`config.mk`:
```
export PLATFORM = sky130hd
export DESIGN_NAME = can_bit_timing
export DESIGN_NICKNAME = d
export VERILOG_FILES = /design/src/rtl/can_bit_timing.sv
export SDC_FILE = /design/constraint.sdc
export NUM_CORES = 1
export LEC_CHECK = 0
export CORE_AREA = 4 4 67 69
export CTS_BUF_LIST = sky130_fd_sc_hd__clkbuf_4 sky130_fd_sc_hd__clkbuf_8 sky130_fd_sc_hd__clkbuf_16
export DETAILED_ROUTE_END_ITERATION = 16
export DIE_AREA = 0 0 71 73
export GPL_TIMING_DRIVEN = 0
export SLEW_MARGIN = 20
export SYNTH_ARGS = -nofsm -noshare
export SYNTH_HDL_FRONTEND = slang
export SYNTH_SLANG_ARGS = --single-unit
```
`constraint.sdc`:
```
create_clock -name clock -period 9.5 [get_ports clock]
set_input_delay 1.425 -clock clock [delete_from_list [all_inputs] [get_ports clock]]
set_output_delay 1.425 -clock clock [all_outputs]
set_load 0.02 [all_outputs]
```
`src/rtl/can_bit_timing.sv`:
```
// can_bit_timing
//   CAN bit timing unit. Synchronises the raw CAN receive pin, divides the
//   clock into time quanta (tq) and builds each nominal bit as SYNC (1 tq),
//   TSEG1 and TSEG2. It hard-synchronises or resynchronises on
//   recessive-to-dominant edges and emits one sample per bit.
//
//   Parameters:
//     BRP   clocks per tq (1..64)
//     TSEG1 tq in propagation + phase1 segment (2..16)
//     TSEG2 tq in phase2 segment (1..8)
//     SJW   resync jump width in tq (1..4, SJW <= TSEG2)
//
//   Ports:
//     clock        in   system clock
//     reset        in   synchronous, active-high reset
//     can_rx       in   raw asynchronous CAN pin, 1 = recessive
//     hard_sync_en in   next falling edge is a hard sync (bus idle / intermission)
//     rx_bit       out  sampled bit, valid while sample_point = 1
//     sample_point out  one-clock pulse per bit in the last clock of TSEG1
//     tx_point     out  one-clock pulse in the first clock of SYNC
//
//   Optional build macro TRIPLE_SAMPLE_EN: rx_bit is the majority of the
//   synchronised pin over the sample clock and the two clocks before it.
module can_bit_timing #(
    parameter int unsigned BRP   = 2,
    parameter int unsigned TSEG1 = 5,
    parameter int unsigned TSEG2 = 2,
    parameter int unsigned SJW   = 1
) (
    input  logic clock,
    input  logic reset,
    input  logic can_rx,
    input  logic hard_sync_en,
    output logic rx_bit,
    output logic sample_point,
    output logic tx_point
);

    typedef enum logic [1:0] {
        ST_SYNC,
        ST_TSEG1,
        ST_TSEG2
    } state_t;

    localparam logic [5:0] PRESC_LAST = 6'(BRP - 1);
    localparam logic [4:0] SEG1_NOM   = 5'(TSEG1);
    localparam logic [4:0] SEG2_NOM   = 5'(TSEG2);
    localparam logic [4:0] SJW_IDX    = 5'(SJW);
    localparam logic [2:0] SJW_TQ     = 3'(SJW);

    state_t     state, state_n;
    logic [4:0] tq_idx, tq_idx_n;
    logic [5:0] presc, presc_n;
    logic [2:0] ext, ext_n;
    logic [2:0] shrink, shrink_n;
    logic       resync_done, resync_done_n;
    logic       hs_pending, hs_pending_n;

    logic       sync1;
    logic       rx_sync;
    logic       rx_sync_d;
    logic       rx_bit_q;
    logic       sample_val;

    logic       edge_det;
    logic       hard_sync;
    logic       resync;
    logic       set_done;
    logic       early_end;
    logic       tq_end;
    logic       seg_last;
    logic [2:0] ext_eff;
    logic [2:0] shrink_eff;
    logic [4:0] seg1_len;
    logic [4:0] seg2_len;
    logic [4:0] tq_next;
    logic [4:0] seg2_left;

`ifdef TRIPLE_SAMPLE_EN
    logic rx_sync_d2;

    always_ff @(posedge clock) begin
        if (reset) begin
            rx_sync_d2 <= 1'b1;
        end else begin
            rx_sync_d2 <= rx_sync_d;
        end
    end

    assign sample_val = (rx_sync & rx_sync_d) | (rx_sync & rx_sync_d2) | (rx_sync_d & rx_sync_d2);
`else
    assign sample_val = rx_sync;
`endif

    always_ff @(posedge clock) begin
        if (reset) begin
            sync1       <= 1'b1;
            rx_sync     <= 1'b1;
            rx_sync_d   <= 1'b1;
            rx_bit_q    <= 1'b1;
            state       <= ST_TSEG1;
            tq_idx      <= '0;
            presc       <= '0;
            ext         <= '0;
            shrink      <= '0;
            resync_done <= 1'b0;
            hs_pending  <= 1'b0;
        end else begin
            sync1       <= can_rx;
            rx_sync     <= sync1;
            rx_sync_d   <= rx_sync;
            if (sample_point) begin
                rx_bit_q <= sample_val;
            end
            state       <= state_n;
            tq_idx      <= tq_idx_n;
            presc       <= presc_n;
            ext         <= ext_n;
            shrink      <= shrink_n;
            resync_done <= resync_done_n;
            hs_pending  <= hs_pending_n;
        end
    end

    // Segment lengths are evaluated with the resync of the current clock
    // already applied, so an edge in the would-be sample clock moves the
    // sample point instead of producing a second one later.
    always_comb begin
        edge_det   = rx_sync_d & ~rx_sync & rx_bit_q;
        hard_sync  = edge_det & hard_sync_en;
        resync     = edge_det & ~hard_sync_en & ~resync_done;
        tq_end     = (presc == PRESC_LAST);
        tq_next    = tq_idx + 5'd1;
        seg2_left  = SEG2_NOM - tq_idx;
        ext_eff    = ext;
        shrink_eff = shrink;
        early_end  = 1'b0;
        set_done   = 1'b0;

        if (resync) begin
            if (state == ST_TSEG1) begin
                ext_eff  = (tq_next < SJW_IDX) ? tq_next[2:0] : SJW_TQ;
                set_done = 1'b1;
            end else if (state == ST_TSEG2) begin
                set_done = 1'b1;
                if (seg2_left <= SJW_IDX) begin
                    early_end = 1'b1;
                end else begin
                    shrink_eff = SJW_TQ;
                end
            end
        end

        seg1_len = SEG1_NOM + {2'b00, ext_eff};
        seg2_len = SEG2_NOM - {2'b00, shrink_eff};

        case (state)
            ST_TSEG1: seg_last = (tq_idx == seg1_len - 5'd1);
            ST_TSEG2: seg_last = (tq_idx == seg2_len - 5'd1);
            default:  seg_last = 1'b1;
        endcase

        sample_point = ~reset & (state == ST_TSEG1) & tq_end & seg_last & ~hard_sync;
        tx_point     = ~reset & (state == ST_SYNC) & (presc == '0);
        rx_bit       = sample_point ? sample_val : rx_bit_q;
    end

    always_comb begin
        state_n       = state;
        tq_idx_n      = tq_idx;
        presc_n       = presc;
        ext_n         = ext_eff;
        shrink_n      = shrink_eff;
        resync_done_n = resync_done | set_done;
        hs_pending_n  = hs_pending;

        if (hard_sync) begin
            // Hard sync restarts TSEG1 and blocks resync until its sample.
            state_n       = ST_TSEG1;
            tq_idx_n      = '0;
            presc_n       = '0;
            ext_n         = '0;
            shrink_n      = '0;
            resync_done_n = 1'b1;
            hs_pending_n  = 1'b1;
        end else if (early_end) begin
            // Late edge in TSEG2: the bit ends here and the next one starts
            // directly in TSEG1 without a SYNC segment.
            state_n       = ST_TSEG1;
            tq_idx_n      = '0;
            presc_n       = '0;
            ext_n         = '0;
            shrink_n      = '0;
            resync_done_n = 1'b0;
            hs_pending_n  = 1'b0;
        end else begin
            presc_n = tq_end ? '0 : presc + 6'd1;
            if (sample_point && hs_pending) begin
                resync_done_n = 1'b0;
                hs_pending_n  = 1'b0;
            end
            if (tq_end) begin
                if (seg_last) begin
                    tq_idx_n = '0;
                    case (state)
                        ST_SYNC:  state_n = ST_TSEG1;
                        ST_TSEG1: state_n = ST_TSEG2;
                        default: begin
                            state_n       = ST_SYNC;
                            ext_n         = '0;
                            shrink_n      = '0;
                            resync_done_n = 1'b0;
                            hs_pending_n  = 1'b0;
                        end
                    endcase
                end else begin
                    tq_idx_n = tq_next;
                end
            end
        end
    end

endmodule
```
# [Yosys cells after proc, flatten, opt, wreduce, memory -nomap -nowiden]
# Index checks and enable logic that the tools add are counted.
[totals] register_bits=25 input_bits=4 out_inout_bits=3 elab_cells=85
[op_classes] n_addsub=7 magnitude_cmp=2 n_eq_ne=5 muxes=36 bitwise_logic=17 n_reduce_logical=7
[ops] operator="two-way mux 3 bit" count=13
[ops] operator="two-way mux 1 bit" count=20
[ops] operator="bitwise AND 1 bit" count=11
[ops] operator="== test 5 bit" count=2
[ops] operator="adder 6 x 1 -> 6 bit, second input constant" count=1
[ops] operator="== test 6 x 1 -> 1 bit, second input constant" count=1
[ops] operator="logical NOT 6 bit" count=1
[ops] operator="adder 5 x 1 -> 5 bit, second input constant" count=1
[ops] operator="less-or-equal comparator 5 x 1 -> 1 bit, second input constant" count=1
[ops] operator="less-than comparator 5 x 1 -> 1 bit, second input constant" count=1
[ops] operator="two-way mux 5 bit" count=1
[ops] operator="inverter 1 bit" count=5
[ops] operator="subtractor 2 x 5 -> 5 bit, first input constant" count=1
[ops] operator="subtractor 4 x 1 -> 5 bit, second input constant" count=1
[ops] operator="subtractor 4 x 2 -> 5 bit, second input constant" count=1
[ops] operator="adder 3 x 3 -> 4 bit, first input constant" count=1
[ops] operator="case mux 2 bit (2 select lines)" count=1
[ops] operator="OR reduction 4 bit" count=1
[ops] operator="subtractor 2 x 3 -> 4 bit, first input constant" count=1
[ops] operator="OR reduction 3 bit" count=1
[ops] operator="== test 2 x 1 -> 1 bit, second input constant" count=1
[ops] operator="== test 2 bit, second input constant" count=1
[ops] operator="logical NOT 2 bit" count=1
[ops] operator="case mux 1 bit (2 select lines)" count=1
[ops] operator="4 further kinds" count=4

# [Longest topological paths before layout]
[depth] depth_word=19 depth_mapped=17 ltp_nobuf=16

# [Least setup slack after synthesis]
# Ideal clock, no wire load.
[synth_path] kind="input-to-output" from="input hard_sync_en" to="output rx_bit" arrival_time_ns=4.709 required_ns=8.075 setup_slack_ns=3.366 path_stages=14 path_buffers=0 path_cell_list="and4bb_2 nand2_1 a21oi_1 nand2_1 and2_1 ha_1 nor2b_1 o311a_1 a211o_1 a221o_1 a21oi_4 nand4_4 a21oi_4 mux2_1"
[synth_via] elab_chain_cells=11 elab_cells_between_ends=17 classes_between="add/sub (4); eq/ne (2); mux (4); bitwise (7)"
[synth_rtl] element="from (decl)" line="33" source="input logic hard_sync_en,"
[synth_rtl] element="inverter 1 bit" line="131" source="resync = edge_det & ~hard_sync_en & ~resync_done;"
[synth_rtl] element="bitwise AND 1 bit (2 in a row)" line="131"
[synth_rtl] element="two-way mux 3 bit" line="140" source="if (resync) begin"
[synth_rtl] element="subtractor 2 x 3 -> 4 bit or adder 3 x 3 -> 4 bit (tied branches)" line="155, 154"
[synth_rtl] element="subtractor 4 x 2 -> 5 bit or subtractor 4 x 1 -> 5 bit (tied branches)" line="159, 158"
[synth_rtl] element="== test 5 bit (on tied branches)" line="159, 158"
[synth_rtl] element="case mux 1 bit (2 select lines)" line="157" source="case (state)"
[synth_rtl] element="bitwise AND 1 bit" line="163" source="sample_point = ~reset & (state == ST_TSEG1) & tq_end & seg_last & ~hard_sync;"
[synth_rtl] element="bitwise AND 1 bit (*)" line="163"
[synth_rtl] element="via sample_point" line="35" source="output logic sample_point,"
[synth_rtl] element="two-way mux 1 bit (*)" line="165" source="rx_bit = sample_point ? sample_val : rx_bit_q;"
[synth_rtl] element="to (decl)" line="34" source="output logic rx_bit,"
# Mark *: on every way through the listed nets, which the timed path passes. The rest lies on a longest branch.

# [Worst setup path after layout]
[layout_path] from="input hard_sync_en" to="output rx_bit"
[layout_via] elab_chain_cells=11 elab_cells_between_ends=17 classes_between="add/sub (4); eq/ne (2); mux (4); bitwise (7)"
[layout_rtl] element="inverter 1 bit" line="131"
[layout_rtl] element="bitwise AND 1 bit (2 in a row)" line="131"
[layout_rtl] element="two-way mux 3 bit" line="140"
[layout_rtl] element="subtractor 2 x 3 -> 4 bit or adder 3 x 3 -> 4 bit (tied branches)" line="155, 154"
[layout_rtl] element="subtractor 4 x 2 -> 5 bit or subtractor 4 x 1 -> 5 bit (tied branches)" line="159, 158"
[layout_rtl] element="== test 5 bit (on tied branches)" line="159, 158"
[layout_rtl] element="case mux 1 bit (2 select lines)" line="157"
[layout_rtl] element="bitwise AND 1 bit" line="163"
[layout_rtl] element="bitwise AND 1 bit (*)" line="163"
[layout_rtl] element="two-way mux 1 bit (*)" line="165"
# Mark *: on every way between the ends. The rest lies on a longest branch, timed or not.

==> metrics.json <==
{
  "outcome": {"value": "finished, final reports clean"},
  "final.min_clock_period": {"value": 7.30, "unit": "ns"},
  "most_instantiated_library_cell_after_synthesis": {"value": "dfxtp_1"},
  "number_of_clock_buffers_inserted_by_tritoncts": {"value": 3},
  "finalWirelength": {"value": 3610, "unit": "um"},
  "worstPathCellList": {"value": "clkdlybuf4s50_1, and4bb_2, nand2_1, a21oi_1, nand2_1, and2_1, ha_1, nor2b_1, o311a_1, a211o_1, a221o_1, a21oi_4, nand4_4, a21oi_4, mux2_1, clkdlybuf4s50_1"},
  "groute.usage.overall": {"value": 14.9, "unit": "%"},
  "rsz0062_at_grt": {"value": "no"},
  "globalRoute.totalOverflow": {"value": 0},
  "max_freq": {"value": 0.137, "unit": "GHz"},
  "antennaDiodeCount": {"value": 0},
  "post_route_cells_drive_above_1_share": {"value": 7.37, "unit": "%"},
  "detail_route.vias_per_cell": {"value": 5.54},
  "ys_dominant_reg_cell": {"value": "dfxtp_1"},
  "final_setup_skew": {"value": 0.00487, "unit": "ns"},
  "post-route-period-util": {"value": 76.8, "unit": "%"},
  "finalMaxSlewViolations": {"value": 0},
  "fin_total_pwr": {"value": 0.000227, "unit": "W"},
  "setup_viol": {"value": 0},
  "fraction_of_registers_with_async_set_reset": {"value": 0, "unit": "%"},
  "dpl.hpwl": {"value": 2760, "unit": "um"},
  "hold_class": {"value": "flip-flop to flip-flop"},
  "post_cts_buffers": {"value": 0},
  "drt-pass1-iter-count": {"value": 4},
  "ir_drop": {"value": 0.0627, "unit": "mV"},
  "start_kind": {"value": "primary input"},
  "antenna_violating_nets_post_route": {"value": 0},
  "fill_cells": {"value": 406},
  "maxCapViolations": {"value": 0},
  "timing.max_slew.rel_slack": {"value": 61.8, "unit": "%"},
  "cts_resized": {"value": 0},
  "holdBufCountCts": {"value": 0},
  "critical_path.endpoint_type": {"value": "output port"},
  "synth_cells": {"value": 208},
  "syn_avg_cell_area": {"value": 8.30, "unit": "um^2"},
  "largest_stage_delay_on_the_critical_path": {"value": 0.54, "unit": "ns"},
  "route.detailed.drc": {"value": 0},
  "yosysSeqAreaShare": {"value": 29.0, "unit": "%"},
  "p_leak": {"value": 0.724, "unit": "nW"},
  "yosys.area.top_type": {"value": "dfxtp_1"},
  "number_of_antenna_violations_at_the_first_check_in_global_routing": {"value": 0},
  "routed-wl-met3": {"value": 131, "unit": "um"},
  "cts_num_sinks": {"value": 25},
  "clk_pin_slew": {"value": 0.08, "unit": "ns"},
  "cts-root-buf": {"value": "clkbuf_8"},
  "cpMaxStageDelayCell": {"value": "clkdlybuf4s50_1"},
  "dr.max_layer_used": {"value": "met4"},
  "die-area": {"value": 5180, "unit": "um^2"},
  "critical_path_required": {"value": 8.08, "unit": "ns"},
  "core.rowCount": {"value": 23},
  "timing_worst_slew_pin_value": {"value": 0.570, "unit": "ns"},
  "post_synth_most_frequent_cells": {"value": "dfxtp_1, nand2_1, nor2_1"},
  "numPortBuffers": {"value": 5},
  "die_w": {"value": 71, "unit": "um"},
  "timing.setup.tns": {"value": 0, "unit": "ns"},
  "post_synth_instance_area": {"value": 1730, "unit": "um^2"},
  "area_growth": {"value": 9.35, "unit": "%"},
  "drt_first_iter_violations": {"value": 59},
  "synth_nets": {"value": 224},
  "yosys_register_bits": {"value": 25},
  "synth.area.top_cells": {"value": "dfxtp_1, ha_1, nand2_1"},
  "tritoncts": {"value": "built"},
  "synth.lib_cells_used.distinct": {"value": 57},
  "pin_count_of_the_biggest_net_entering_global_routing": {"value": 14},
  "synth-warning-count": {"value": 0},
  "synth_edf_count": {"value": 0},
  "fp.coreArea": {"value": 3910, "unit": "um^2"},
  "nNetsFinal": {"value": 234},
  "worst-setup-path-type": {"value": "primary input to output port"},
  "cts_htree_levels": {"value": 1},
  "num_vias": {"value": 1479},
  "cp_data_arrival_time": {"value": 5.87, "unit": "ns"},
  "clock_insertion_delay_worst_skew": {"value": 0.27, "unit": "ns"},
  "grt_pass1_wl": {"value": 6340, "unit": "um"},
  "clockBufferDepth": {"value": 2},
  "wl_met2": {"value": 1640, "unit": "um"},
  "m1WireLength": {"value": 1800, "unit": "um"},
  "dieHeight": {"value": 73, "unit": "um"},
  "initial_utilization": {"value": 44.1, "unit": "%"},
  "report.final.hold_viol_count": {"value": 0},
  "ios": {"value": 7},
  "routed_wire_length_per_instance": {"value": 13.5, "unit": "um"},
  "critPathMaxFanout": {"value": 7},
  "post-synth-top-area-fraction": {"value": 29.0, "unit": "%"},
  "powerDensity": {"value": 120, "unit": "nW/um^2"},
  "finalWeightedCongestion": {"value": 0.885},
  "grt_pass1_vias": {"value": 1388}
}
## critical path, delay by kind of cell
| kind | cells | cell delay [ns] |
|---|---|---|
| mux | 1 | 0.33 |
| compound gates | 6 | 1.65 |
| fa+ha+maj | 1 | 0.34 |
| simple gates | 6 | 1.15 |
| buf+inv | 2 | 0.97 |
## per-stage QoR
stage | hold WS, ns | setup slack (ns) | std cells | instance area (um^2) | utilization (%)
3_3_place_gp | 0.398 | 2.24 | 263 | 1840 | 47.0
6_report | 0.430 | 2.20 | 267 | 1890 | 48.2
5_1_grt | 0.446 | 1.93 | 267 | 1890 | 48.2
2_1_floorplan | 0.389 | 3.37 | 208 | 1730 | -
4_1_cts | 0.429 | 2.19 | 267 | 1890 | 48.2
3_5_place_dp | 0.406 | 2.22 | 263 | 1840 | 47.0
## flip-flops by register name (all words and copies together) (netlist names)
| name | count |
|---|---|
| shrink | 3 |
| rx_sync_d | 1 |
| sync1 | 1 |
| tq_idx | 5 |
| rx_sync | 1 |
| hs_pending | 1 |
| rx_bit_q | 1 |
| presc | 6 |
| ext | 3 |
| state | 2 |
| resync_done | 1 |
## logic make-up (layout without fill, tap and decap cells)
family | Yosys count | count (layout) | synth area share [%]
multiplexers | 3 | 3 | 1.81
AO/OA/AOI/OAI | 53 | 53 | 22.5
XOR/XNOR | 8 | 8 | 4.86
flip-flops | 25 | 25 | 29.0
adder cells (fa/ha/maj) | 12 | 12 | 8.70
AND/OR/NAND/NOR | 87 | 87 | 28.5
buffers and inverters | 20 | 29 | 4.64
## routing by layer
layer / global-route usage, % / vias up
met5: 0 / -
met2: 25.0 / 23
met4: 3.76 / 0
met3: 2.07 / 5
met1: 20.3 / 670
li1: - / 781
## layout by cell type, fill, tap and decap left out, types with 2 or more instances in the layout
| cell | netlist | layout |
|---|---|---|
| a21oi_4 | 2 | 2 |
| and3_1 | 6 | 6 |
| a311oi_1 | 2 | 2 |
| o211ai_1 | 2 | 2 |
| nand2_1 | 19 | 19 |
| or2_2 | 3 | 3 |
| a31oi_1 | 4 | 4 |
| a21oi_1 | 9 | 9 |
| nand3b_1 | 2 | 2 |
| buf_2 | 4 | 4 |
| xnor2_1 | 5 | 5 |
| nand2b_1 | 4 | 4 |
| nor2b_1 | 6 | 6 |
| nor4_1 | 2 | 2 |
| mux2i_1 | 2 | 2 |
| inv_1 | 11 | 11 |
| nand4_1 | 3 | 3 |
| nand3_1 | 8 | 8 |
| a211o_1 | 2 | 2 |
| xor2_1 | 2 | 2 |
| or3_1 | 2 | 2 |
| ha_1 | 12 | 12 |
| a2111oi_0 | 2 | 2 |
| o21a_1 | 2 | 2 |
| nor3_1 | 3 | 3 |
| clkbuf_8 | 0 | 3 |
| and2_1 | 5 | 5 |
| clkbuf_1 | 5 | 5 |
| and4_1 | 3 | 3 |
| dfxtp_1 | 25 | 25 |
| o21ai_0 | 11 | 11 |
| nor2_1 | 14 | 14 |
| clkdlybuf4s50_1 | 0 | 5 |
## where the power goes
group / total (W) / switching [W] / leakage (nW) / internal (W)
registers: 0.000114 / 0.00000439 / 0.203 / 0.000109
clock network: 0.0000653 / 0.0000324 / 0.0262 / 0.0000328
logic: 0.0000478 / 0.0000298 / 0.495 / 0.0000181
total: 0.000227 / 0.0000666 / 0.724 / 0.000160
## final cells by class
cell class              count  area, um^2  share of cell area, %
well taps                  50        62.6                   3.31
flip-flops and latches     25         500                   26.5
clock buffers               4        48.8                   2.58
multi-input cells         163        1150                   60.7
plain buffers               9        38.8                   2.05
inverters                  11        41.3                   2.19
repair buffers              5        50.0                   2.65
## final timing paths
kind                              startpoint  cells after the start  slack, ns        end
worst min-delay path                   sync1                      1       0.43    rx_sync
worst min register to register         sync1                      1       0.43    rx_sync
worst max register to register     tq_idx[1]                     16       5.15  shrink[2]
worst max-delay path            hard_sync_en                     16       2.20     rx_bit
Note: power is estimated with default switching activity, not from simulation.
